<file path="config.mk">
export PLATFORM = sky130hd
export DESIGN_NAME = demux_1x16_ctrl
export DESIGN_NICKNAME = d
export VERILOG_FILES = /design/src/rtl/demux_1x16_ctrl.sv
export SDC_FILE = /design/constraint.sdc
export NUM_CORES = 1
export LEC_CHECK = 0
export BUFFER_PORTS_ARGS = -buffer_cell sky130_fd_sc_hd__buf_2
export CORE_ASPECT_RATIO = 1.2
export CORE_MARGIN = 5
export CORE_UTILIZATION = 49
export CTS_CLUSTER_SIZE = 14
export DETAILED_ROUTE_END_ITERATION = 7
export PLACE_DENSITY = 0.84
export SETUP_SLACK_MARGIN = 0.4
export SLEW_MARGIN = 20
export SYNTH_ARGS = -nofsm -noshare
export SYNTH_HDL_FRONTEND = slang
export SYNTH_SLANG_ARGS = --single-unit
</file>
<file path="constraint.sdc">
create_clock -name clk -period 4.4 [get_ports clk]
set_input_delay 0 -clock clk [delete_from_list [all_inputs] [get_ports clk]]
set_output_delay 0 -clock clk [all_outputs]
set_load 0.01 [all_outputs]
</file>
<file path="src/rtl/demux_1x16_ctrl.sv">
// demux_1x16_ctrl: sequencer for the 1x16 demux datapath.
// Takes one word with a 4-bit destination over valid/ready. It then holds the
// word and the demux select stable until the addressed sink accepts it. A sink
// that stalls for TIMEOUT cycles has the word dropped and counted, so one dead
// channel cannot block the others.
module demux_1x16_ctrl #(
  parameter int DATA_W  = 8,
  parameter int TIMEOUT = 15,
  parameter int CNT_W   = 8
) (
  input  logic              clk,
  input  logic              rst,
  input  logic              in_valid,
  output logic              in_ready,
  input  logic [DATA_W-1:0] in_data,
  input  logic [3:0]        in_dest,
  input  logic [15:0]       dst_ready,
  output logic [15:0]       out_valid,
  output logic [DATA_W-1:0] out_data,
  output logic [3:0]        sel,
  output logic              busy,
  output logic              drop,
  output logic [CNT_W-1:0]  drop_count
);

  // The wait counter only has to reach TIMEOUT-1, because the timeout fires on that value.
  localparam int WAIT_W = (TIMEOUT > 1) ? $clog2(TIMEOUT) : 1;
  localparam logic [WAIT_W-1:0] WAIT_LAST = (TIMEOUT > 0) ? WAIT_W'(TIMEOUT - 1) : '1;
  localparam bit TIMEOUT_EN = (TIMEOUT != 0);

  typedef enum logic {
    S_IDLE = 1'b0,
    S_HOLD = 1'b1
  } state_t;

  state_t              state_q;
  logic [3:0]          sel_q;
  logic [DATA_W-1:0]   data_q;
  logic [WAIT_W-1:0]   wait_cnt_q;
  logic                drop_q;
  logic [CNT_W-1:0]    drop_cnt_q;
  logic [CNT_W-1:0]    drop_cnt_d;

  logic                sink_ready;
  logic                take;
  logic                timeout_hit;

  assign sink_ready  = dst_ready[sel_q];
  assign take        = in_valid && (state_q == S_IDLE);
  assign timeout_hit = TIMEOUT_EN && (wait_cnt_q == WAIT_LAST) && !sink_ready;

  // Saturating increment of the drop counter; it sticks at all-ones.
  always_comb begin
    // NOTE: every always_comb output gets a default first, so no path can infer a latch.
    drop_cnt_d = drop_cnt_q;
    if (drop_cnt_q != '1) begin
      drop_cnt_d = drop_cnt_q + 1'b1;
    end
  end

  // Two-state FSM, with the select, data, wait counter and drop flags registered.
  always_ff @(posedge clk or posedge rst) begin
    // NOTE: every register is reset here. This is a handful of flops and not a memory, so reset is cheap and makes power-up deterministic.
    if (rst) begin
      state_q    <= S_IDLE;
      sel_q      <= '0;
      data_q     <= '0;
      wait_cnt_q <= '0;
      drop_q     <= 1'b0;
      drop_cnt_q <= '0;
    end else begin
      // NOTE: non-blocking assignments only, so every register sees pre-edge values.
      drop_q <= 1'b0;
      unique case (state_q)
        S_IDLE: begin
          if (take) begin
            sel_q      <= in_dest;
            data_q     <= in_data;
            wait_cnt_q <= '0;
            state_q    <= S_HOLD;
          end
        end
        S_HOLD: begin
          if (sink_ready) begin
            // An accept wins over a timeout on the same edge.
            state_q <= S_IDLE;
          end else if (timeout_hit) begin
            state_q    <= S_IDLE;
            drop_q     <= 1'b1;
            drop_cnt_q <= drop_cnt_d;
          end else if (wait_cnt_q != '1) begin
            wait_cnt_q <= wait_cnt_q + 1'b1;
          end
        end
        default: state_q <= S_IDLE;
      endcase
    end
  end

  assign in_ready   = (state_q == S_IDLE);
  assign busy       = (state_q == S_HOLD);
  assign out_valid  = busy ? (16'h0001 << sel_q) : 16'h0000;
  assign out_data   = data_q;
  assign sel        = sel_q;
  assign drop       = drop_q;
  assign drop_count = drop_cnt_q;

endmodule

</file>
==> flow_metrics.tcl, run 1 <==
set metrics [dict create \
    outcome "completed" \
    top_level_ports 70 \
    yosysSeqAreaShare 0.443 \
    multi_input_area_um2 747 \
    area_delta_synth_final_pct 35.1 \
    dp_hpwl_um 2730 \
    syn_avg_cell_area_um2 9.42 \
    synth_cell_types 35 \
    reg2reg_slack_ns 1.95 \
    max-slew-margin-rel 0.405 \
    leakagePower_nw 1.13 \
    ys_seq_elements 26 \
    syn_nets 190 \
    antenna_found_initial 1 \
    drc_errors 0 \
    fp.dieH_um 70 \
    grt_overflow 0 \
    root_buffer "clkbuf_4" \
    die-area_um2 4200 \
    final_cell_mix "buf_2 (69), nand2_1 (44), dfrtp_1 (26)" \
    stdcell_count 270 \
    drive_gt1_frac 0.370 \
    fin_setup_tns_ns 0 \
    dr.pass1.iters 4 \
    seqCellArea_um2 651 \
    routed_wl_um 3750 \
    yosysWarningCount 0 \
    post_cts_buffers 0 \
    cp_num_buf_inv 0 \
    timing.final.crit_share 0.557 \
    vias 1390 \
    placedCellCount 252 \
    ctsResizeCount 0 \
    cts_tree "built" \
    cp.required_ns 4.63 \
    grt_max_degree 27 \
    preCtsSetupSlack_ns 1.94 \
    setup-violations-final 0 \
    startpoint_type "flip-flop" \
    cp_max_fo 17 \
    hold_buffers 13 \
    worst_slack_ns 1.95 \
    nets 270 \
    cap_violations 0 \
    critPathTopFamily "multiplexers" \
    groute.usage.overall 0.186 \
    start_util 0.518 \
    clockBufferDepth 2 \
    final_common_cell "buf_2" \
    grt_pass1_wl_um 6080 \
    critPathArrivalTime_ns 2.68 \
    htreeDepth 1 \
    routabilityCongestion 0.818 \
    port_buffers 69 \
    rows 21 \
    clk_pin_slew_ns 0.13 \
    dieWidth_um 60 \
    cpPeakStageDelay_ns 0.76 \
    cts.sinks 26 \
    syn_area_um2 1470 \
    drtIter0Drc 87 \
    ir_worst_vdd_mv 0.373 \
    numCtsBuffers 3 \
    final.fill_count 229 \
    fin_crit_ns 2.45 \
    worst_pin_slew_ns 0.888 \
    core-area_um2 2840 \
    crit_path_end_kind "flip-flop" \
    detail-route-antenna-nets 0 \
    synthCells 156 \
    criticalPathCategory "flip-flop to flip-flop" \
    finalClockSkew_ns 0.00263 \
    slew_viol_final 0 \
    holdCritPathClass "primary input to flip-flop" \
    crit_slowest_cell "dfrtp_1" \
    power_density_nw_per_um2 507 \
    path_cells "mux2i_1, mux4_2, a22oi_4, nor2_2, mux2_4" \
    wire_per_inst_um 13.9 \
    fmax_ghz 0.408 \
    grt_setup_unrepaired "no" \
    insertion_delay_ns 0.32 \
    grt_pass1_vias 1350 \
    hold_viol 0 \
    via_per_inst 5.15 \
]
[worst paths after layout]
check / start / cells past startpoint / end
min in group asynchronous: rst / 3 / out_data[3]$_DFFE_PP0P_
setup / recovery: sel[1]$_DFFE_PP0P_ / 5 / drop_count[1]$_DFFE_PP0P_
hold / removal: in_valid / 3 / wait_cnt_q[3]$_DFFE_PP0P_
hold reg to reg: out_data[3]$_DFFE_PP0P_ / 2 / out_data[3]$_DFFE_PP0P_
max in group asynchronous: rst / 3 / wait_cnt_q[0]$_DFFE_PP0P_
setup reg to reg: sel[1]$_DFFE_PP0P_ / 5 / drop_count[1]$_DFFE_PP0P_
[cells by family (layout without fill, tap and decap cells)]
logic type / count (synthesis) / count (layout) / share of synthesized area
flip-flops: 26 / 26 / 0.443
other: 0 / 1 / 0
buffers and inverters: 11 / 90 / 0.0494
XOR/XNOR: 7 / 7 / 0.0417
multiplexers: 11 / 11 / 0.0953
adder cells (fa/ha/maj): 3 / 3 / 0.0255
AND/OR/NAND/NOR: 84 / 84 / 0.267
AO/OA/AOI/OAI: 14 / 14 / 0.0783
[power breakdown]
| part | switching (W) | leakage, nW | internal [W] |
|---|---|---|---|
| logic | 0.000259 | 0.763 | 0.000193 |
| registers | 0.0000895 | 0.340 | 0.000303 |
| clock network | 0.0000687 | 0.0279 | 0.0000922 |
[tightest hold or removal path: cells and delay by family]
| kind | cells | cell delay [ns] |
|---|---|---|
| AND/OR/NAND/NOR | 1 | 0.16 |
| buffers and inverters | 1 | 0.10 |
| AO/OA/AOI/OAI | 1 | 0.06 |
[area by class of cell]
| type | instances | share of cell area |
|---|---|---|
| sequential | 26 | 0.328 |
| multi-input combinational | 119 | 0.376 |
| inverter | 4 | 0.00756 |
| clock buffer | 3 | 0.0113 |
| clock inverter | 1 | 0.0151 |
| timing repair buffer | 82 | 0.239 |
| tap | 34 | 0.0214 |
| antenna | 1 | 0.00126 |
[through the flow]
| stage | area (um^2) | power, W | utilization | hold slack [ns] |
|---|---|---|---|---|
| after floorplan | 1470 | 0.000729 | - | 0.0400 |
| after global placement | 1800 | 0.000825 | 0.634 | 0.193 |
| after detailed placement | 1800 | 0.000842 | 0.634 | 0.193 |
| after CTS | 1980 | 0.00101 | 0.699 | 0.0280 |
| after global routing | 1990 | 0.00108 | 0.700 | 0.0370 |
| final | 1990 | 0.00101 | 0.700 | 0.0225 |
[cells in the mapped netlist]
cell type	instances	area share
a21oi_1	1	0.0034
a21oi_2	1	0.0060
a22oi_4	1	0.014
a31o_2	1	0.0060
and2_1	1	0.0043
and3_1	3	0.013
buf_12	1	0.014
buf_6	2	0.015
clkbuf_1	4	0.010
dfrtp_1	26	0.44
ha_1	3	0.026
inv_1	4	0.010
mux2_4	1	0.010
mux2i_1	8	0.054
mux4_2	2	0.031
nand2_1	44	0.11
nand2b_1	3	0.013
nand3_1	4	0.014
nor2_1	13	0.033
nor2_2	2	0.0085
nor2b_1	1	0.0043
nor3_1	4	0.014
nor3_2	2	0.014
nor3b_2	2	0.017
nor4_1	2	0.0085
o211a_1	1	0.0068
o211ai_1	2	0.010
o21a_1	2	0.010
o21ai_0	1	0.0034
o21ai_1	2	0.0068
o21ai_2	1	0.0060
o31ai_1	1	0.0051
or2_2	1	0.0043
or3_1	2	0.0085
xor2_1	7	0.042
[metal layers]
metal  up-vias  GRT usage  wire length [um]
met2        59      0.327              1830
met5         -          0                 0
met1       642      0.212              1440
met4         0     0.0788               111
li1        680          -                 -
met3         9     0.0313               368
[registers in the layout, indices dropped and copies added (netlist names)]
name	count
out_data	8
wait_cnt_q	4
drop_count	8
busy	1
drop	1
sel	4
Note: power is estimated with default switching activity, not from simulation.
==> inputs of run 2 (changes only) <==
--- a/config.mk
+++ b/config.mk
@@ -8,10 +8,10 @@
 export BUFFER_PORTS_ARGS = -buffer_cell sky130_fd_sc_hd__buf_2
 export CORE_ASPECT_RATIO = 1.2
 export CORE_MARGIN = 5
-export CORE_UTILIZATION = 49
+export CORE_UTILIZATION = 46
 export CTS_CLUSTER_SIZE = 14
 export DETAILED_ROUTE_END_ITERATION = 7
-export PLACE_DENSITY = 0.84
+export PLACE_DENSITY = 0.79
 export SETUP_SLACK_MARGIN = 0.4
 export SLEW_MARGIN = 20
 export SYNTH_ARGS = -nofsm -noshare
==> constraint.sdc (replaced) <==
create_clock -name clk -period 2.5 [get_ports clk]
set_input_delay 0 -clock clk [delete_from_list [all_inputs] [get_ports clk]]
set_output_delay 0 -clock clk [all_outputs]
set_load 0.01 [all_outputs]
==> run 2 against run 1 <==
Critical path type unchanged. Combinational power up 110%. Die area up 5.5%. Clock skew up 0.0077 ns. Critical path depth up 2. Setup slack worse by 1.5 ns. Sequential power up 70%.
==> flow_metrics.tcl, run 2 (synthesis gave the netlist of run 1 again) <==
set metrics [dict create \
    outcome "completed" \
    dr.pass1.iters 4 \
    final_util 0.665 \
    numCtsBuffers 3 \
    grt_pass1_vias 1338 \
    setup-violations-final 0 \
    holdCritPathClass "primary input to flip-flop" \
    fmax_ghz 0.492 \
    diodes 0 \
    antenna_found_initial 0 \
    switching_share 0.406 \
    fin_crit_ns 2.03 \
    htreeDepth 1 \
    finalClockSkew_ns 0.0103 \
    die-area_um2 4430 \
    routed_wl_um 3970 \
    grt_pass1_wl_um 6020 \
    dp_hpwl_um 2720 \
    critPathArrivalTime_ns 2.24 \
    core-area_um2 3080 \
    cp_max_fo 7 \
    start_util 0.477 \
    max-slew-margin-rel 0.363 \
    routabilityCongestion 0.858 \
    detail-route-antenna-nets 0 \
    hold_viol 0 \
    startpoint_type "flip-flop" \
    final_area_um2 2050 \
    top_level_ports 70 \
    drtIter0Drc 43 \
    port_buffers 69 \
    criticalPathCategory "flip-flop to flip-flop" \
    final_common_cell "buf_2" \
    rows 22 \
    power.switching_w 0.000769 \
    fp.dieH_um 71.9 \
    grt_overflow 0 \
    combPwrFrac 0.494 \
    timing.final.crit_share 0.813 \
    final_cell_mix "buf_2 (70), nand2_1 (44), dfrtp_1 (25)" \
    ir_worst_vdd_mv 0.579 \
    grt_setup_unrepaired "no" \
    fin_setup_tns_ns 0 \
    wire_per_inst_um 14.2 \
    nets 278 \
    dieWidth_um 61.6 \
    root_buffer "clkbuf_4" \
    insertion_delay_ns 0.32 \
    reg2reg_slack_ns 0.47 \
    cts_tree "built" \
    grt_max_degree 27 \
    leakagePower_nw 1.17 \
    p_int_w 0.00112 \
    drive_gt1_frac 0.399 \
    seq_power_share 0.353 \
    drc_errors 0 \
    fin_hold_ws_ns 0.0190 \
    clockBufferDepth 2 \
    via_per_inst 4.99 \
    worst_pin_slew_ns 0.955 \
    cap_violations 0 \
    clk_pin_slew_ns 0.15 \
    final.fill_count 283 \
    vias 1392 \
    crit_path_end_kind "flip-flop" \
    power_frac_clock 0.153 \
    cts.sinks 26 \
    power_density_nw_per_um2 923 \
    slew_viol_final 0 \
    area_delta_synth_final_pct 39.5 \
    cp.required_ns 2.70 \
    groute.usage.overall 0.175 \
    place_area_um2 1810 \
]
run 2: cell count changes in the layout (fill, tap and decap cells not counted):
cell,before,now
diode_2,1,0
buf_4,0,7
dfrtp_2,0,1
dfrtp_1,26,25
nor4_2,0,1
buf_2,69,70
clkinv_1,1,0
nor4_1,2,1
inv_1,3,4
run 2: area by class of cell:
| cell class | count | area (um^2) | share of cell area |
|---|---|---|---|
| Multi-Input combinational cell | 119 | 753 | 0.367 |
| Inverter | 4 | 15.0 | 0.00732 |
| Timing Repair Buffer | 90 | 533 | 0.260 |
| Clock buffer | 3 | 22.5 | 0.0110 |
| Sequential cell | 26 | 652 | 0.318 |
| Tap cell | 36 | 45.0 | 0.0220 |
| Clock inverter | 1 | 30.0 | 0.0146 |
run 2: final timing paths:
| kind | start | endpoint | cells past startpoint |
|---|---|---|---|
| worst max-delay path | sel[1]$_DFFE_PP0P_ | drop_count[5]$_DFFE_PP0P_ | 7 |
| worst min-delay path | in_valid | wait_cnt_q[3]$_DFFE_PP0P_ | 3 |
| worst max register to register | sel[1]$_DFFE_PP0P_ | drop_count[5]$_DFFE_PP0P_ | 7 |
| worst min register to register | out_data[1]$_DFFE_PP0P_ | out_data[1]$_DFFE_PP0P_ | 2 |
| max in group asynchronous | rst | sel[1]$_DFFE_PP0P_ | 3 |
| min in group asynchronous | rst | out_data[0]$_DFFE_PP0P_ | 3 |
run 2: routing by layer:
layer	GRT usage	vias up	part of all wire	wire length, um
li1	-	692	-	-
met1	0.217	638	0.40	1580
met2	0.304	58	0.49	1960
met3	0.0338	4	0.10	409
met4	0.0425	0	0.0071	28
met5	0	-	0	0
run 2: power by group through the flow:
stage	combinational [W]	sequential, W	clock (W)
final	0.000936	0.000669	0.000289
after global routing	0.00102	0.000691	0.000309
after CTS	0.000889	0.000681	0.000292
after detailed placement	0.000803	0.000701	0
after global placement	0.000787	0.000691	0
after floorplan	0.000617	0.000666	0
run 2: per-stage QoR:
step	cells	worst slack [ns]	power, W
detailed placement	255	0.122	0.00150
global placement	255	0.212	0.00148
floorplan	156	0.538	0.00128
CTS	276	0.504	0.00186
global route	279	0.406	0.00202
finish	279	0.468	0.00189
run 2: worst max-delay path: stages (launching register included):
cell	delay [ns]
dfrtp_2	0.49
buf_2	0.18
mux2i_1	0.12
mux4_2	0.50
a22oi_4	0.22
buf_4	0.19
nor4_1	0.06
xor2_1	0.14
run 2: timing repair:
action	in CTS	in global routing
resized for setup	1	1
endpoints found under the setup margin	13	1
pin swaps	1	0
endpoints found under the hold margin	38	0
hold buffers	13	0
setup buffers	4	3
==> inputs of run 3 (changes only) <==
--- a/config.mk
+++ b/config.mk
@@ -8,10 +8,10 @@
 export BUFFER_PORTS_ARGS = -buffer_cell sky130_fd_sc_hd__buf_2
 export CORE_ASPECT_RATIO = 1.2
 export CORE_MARGIN = 5
-export CORE_UTILIZATION = 46
+export CORE_UTILIZATION = 41
 export CTS_CLUSTER_SIZE = 14
 export DETAILED_ROUTE_END_ITERATION = 7
-export PLACE_DENSITY = 0.79
+export PLACE_DENSITY = 0.75
 export SETUP_SLACK_MARGIN = 0.4
 export SLEW_MARGIN = 20
 export SYNTH_ARGS = -nofsm -noshare
==> constraint.sdc (replaced) <==
create_clock -name clk -period 1.7 [get_ports clk]
set_input_delay 0 -clock clk [delete_from_list [all_inputs] [get_ports clk]]
set_output_delay 0 -clock clk [all_outputs]
set_load 0.01 [all_outputs]
==> run 3 against run 2 <==
The flow now finishes with violations (negative setup slack). Register-to-register slack got worse by 0.79 ns. Clock power up 77%. Die area up 10%. Largest cell class unchanged. Cell count increased by 7.2%. Largest power group unchanged. Via count grew 7.4%. Flip-flop and latch count stayed put. Hold slack gained 0.055 ns. Utilization rose by 2.4 points. Global-route usage decreased by 0.39 points. Maximum frequency up 0.57%.
==> flow_metrics.tcl, run 3 (synthesis gave the netlist of run 1 again) <==
set metrics [dict create \
    use_met3 0.0398 \
    slew_viol_final 0 \
    drc_errors 0 \
    max-slew-margin-rel 0.779 \
    fin_hold_ws_ns 0.0745 \
    crit_path_end_kind "flip-flop" \
    detail-route-antenna-nets 0 \
    cp_max_fo 8 \
    timing.final.crit_share 1.19 \
    cpPeakStageDelay_ns 0.49 \
    power.switching_w 0.00129 \
    drive_gt1_frac 0.508 \
    grt_pass1_vias 1485 \
    path_cells "buf_12, mux2i_1, mux4_2, a22oi_4, nor2_2, mux2_4" \
    start_util 0.433 \
    busiest_layer "met2" \
    hold_viol 0 \
    worst_pin_slew_ns 0.328 \
    criticalPathCategory "flip-flop to flip-flop" \
    root_buffer "clkbuf_8" \
    power_density_nw_per_um2 1420 \
    p_int_w 0.00204 \
    combPwrFrac 0.563 \
    critPathTopFamily "multiplexers" \
    top_level_ports 70 \
    grtUsageMet2 0.312 \
    holdCritPathClass "primary input to flip-flop" \
    numCtsBuffers 3 \
    leakagePower_nw 1.32 \
    r2r_cells 6 \
    grt_setup_unrepaired "yes" \
    violations "negative setup slack" \
    fp.dieH_um 75.6 \
    routed_wl_um 4130 \
    crit_slowest_cell "mux4_2" \
    setup-violations-final 14 \
    dr.pass1.iters 4 \
    startpoint_type "flip-flop" \
    fin_setup_tns_ns -3.64 \
    area_delta_synth_final_pct 59.2 \
    cp_num_buf_inv 1 \
    clockBufferDepth 2 \
    ir_worst_vdd_mv 0.729 \
    via_per_inst 5.00 \
    die-area_um2 4890 \
    grt_pass1_wl_um 6630 \
    worst_slack_ns -0.321 \
    clk_pin_slew_ns 0.09 \
    cts.sinks 26 \
    rows 23 \
    antenna_found_initial 0 \
    insertion_delay_ns 0.27 \
    final_cell_mix "buf_2 (70), nand2_1 (40), dfrtp_1 (24)" \
    switching_share 0.389 \
    nets 297 \
    port_buffers 69 \
    dp_hpwl_um 2910 \
    dieWidth_um 64.7 \
    diodes 0 \
    seq_power_share 0.283 \
    fmax_ghz 0.495 \
    cp.depth 6 \
    cap_violations 0 \
    stdcell_count 299 \
    use_met1 0.199 \
    grt_overflow 0 \
    final_common_cell "buf_2" \
    power_frac_clock 0.153 \
    cp.required_ns 1.86 \
    outcome "finished, violations left" \
    fin_crit_ns 2.02 \
    groute.usage.overall 0.171 \
    critPathArrivalTime_ns 2.19 \
    routabilityCongestion 0.806 \
    vias 1495 \
    htreeDepth 1 \
    cts_tree "built" \
    placedCellCount 276 \
    drtIter0Drc 38 \
    core-area_um2 3400 \
    total_power_w 0.00333 \
    finalClockSkew_ns 0.00438 \
    grt_max_degree 27 \
    min_path_cells 3 \
    wire_per_inst_um 13.8 \
]
## run 3: cell count changes in the layout (fill, tap and decap cells not counted), moves of 3 or more
cell      delta
nand2_1      -4
nor2_1       -5
nor2_2       +3
buf_4       +11
clkbuf_8     +3
clkbuf_4     -3
buf_6        +6
## run 3: layout make-up
cell class / count / area, um^2
clock buffers: 3 / 41.3
clock inverters: 1 / 30.0
fillers: 245 / 1050
inverters: 4 / 15.0
multi-input cells: 119 / 837
flip-flops and latches: 26 / 653
well taps: 37 / 46.3
repair buffers: 109 / 718
## run 3: metrics by stage
| stage | util | worst slack (ns) | area (um^2) |
|---|---|---|---|
| after floorplan | - | -0.262 | 1470 |
| after global placement | 0.578 | -0.318 | 1960 |
| after detailed placement | 0.578 | -0.378 | 1960 |
| after CTS | 0.653 | -0.297 | 2220 |
| after global routing | 0.689 | -0.358 | 2340 |
| final | 0.689 | -0.321 | 2340 |
## run 3: path summary, 6_finish.rpt
path                                         start                        end  slack [ns]
max                             sel[1]$_DFFE_PP0P_  drop_count[1]$_DFFE_PP0P_       -0.32
min                                       in_valid             busy$_DFF_PP0_        0.07
max reg2reg                     sel[1]$_DFFE_PP0P_  drop_count[1]$_DFFE_PP0P_       -0.32
min reg2reg                out_data[0]$_DFFE_PP0P_    out_data[0]$_DFFE_PP0P_        0.48
max in group asynchronous                      rst         sel[1]$_DFFE_PP0P_        1.11
min in group asynchronous                      rst  drop_count[1]$_DFFE_PP0P_        0.31
## run 3: layer usage
layer / part of all wire / wire length [um]
met5: 0 / 0
met4: 0.027 / 113
met3: 0.080 / 332
met2: 0.50 / 2080
met1: 0.39 / 1600
## run 3: power by group through the flow
stage	clock, W	sequential [W]	combinational, W
after floorplan	0	0.000980	0.000908
after global placement	0	0.000957	0.00141
after detailed placement	0	0.000969	0.00143
after CTS	0.000523	0.000973	0.00156
after global routing	0.000552	0.000965	0.00205
final	0.000511	0.000944	0.00188
## run 3: repair_timing
action	in CTS	in global routing
setup endpoints to repair	37	37
pin swaps	1	3
buffers inserted	1	5
resized for setup	15	18
hold endpoints to repair	38	0
hold buffers	13	0
## run 3: worst register-to-register path: stages (launching register included)
cell and delay [ns]:
dfrtp_2 0.43, buf_12 0.14, mux2i_1 0.11, mux4_2 0.50
a22oi_4 0.34, nor2_2 0.10, mux2_4 0.31
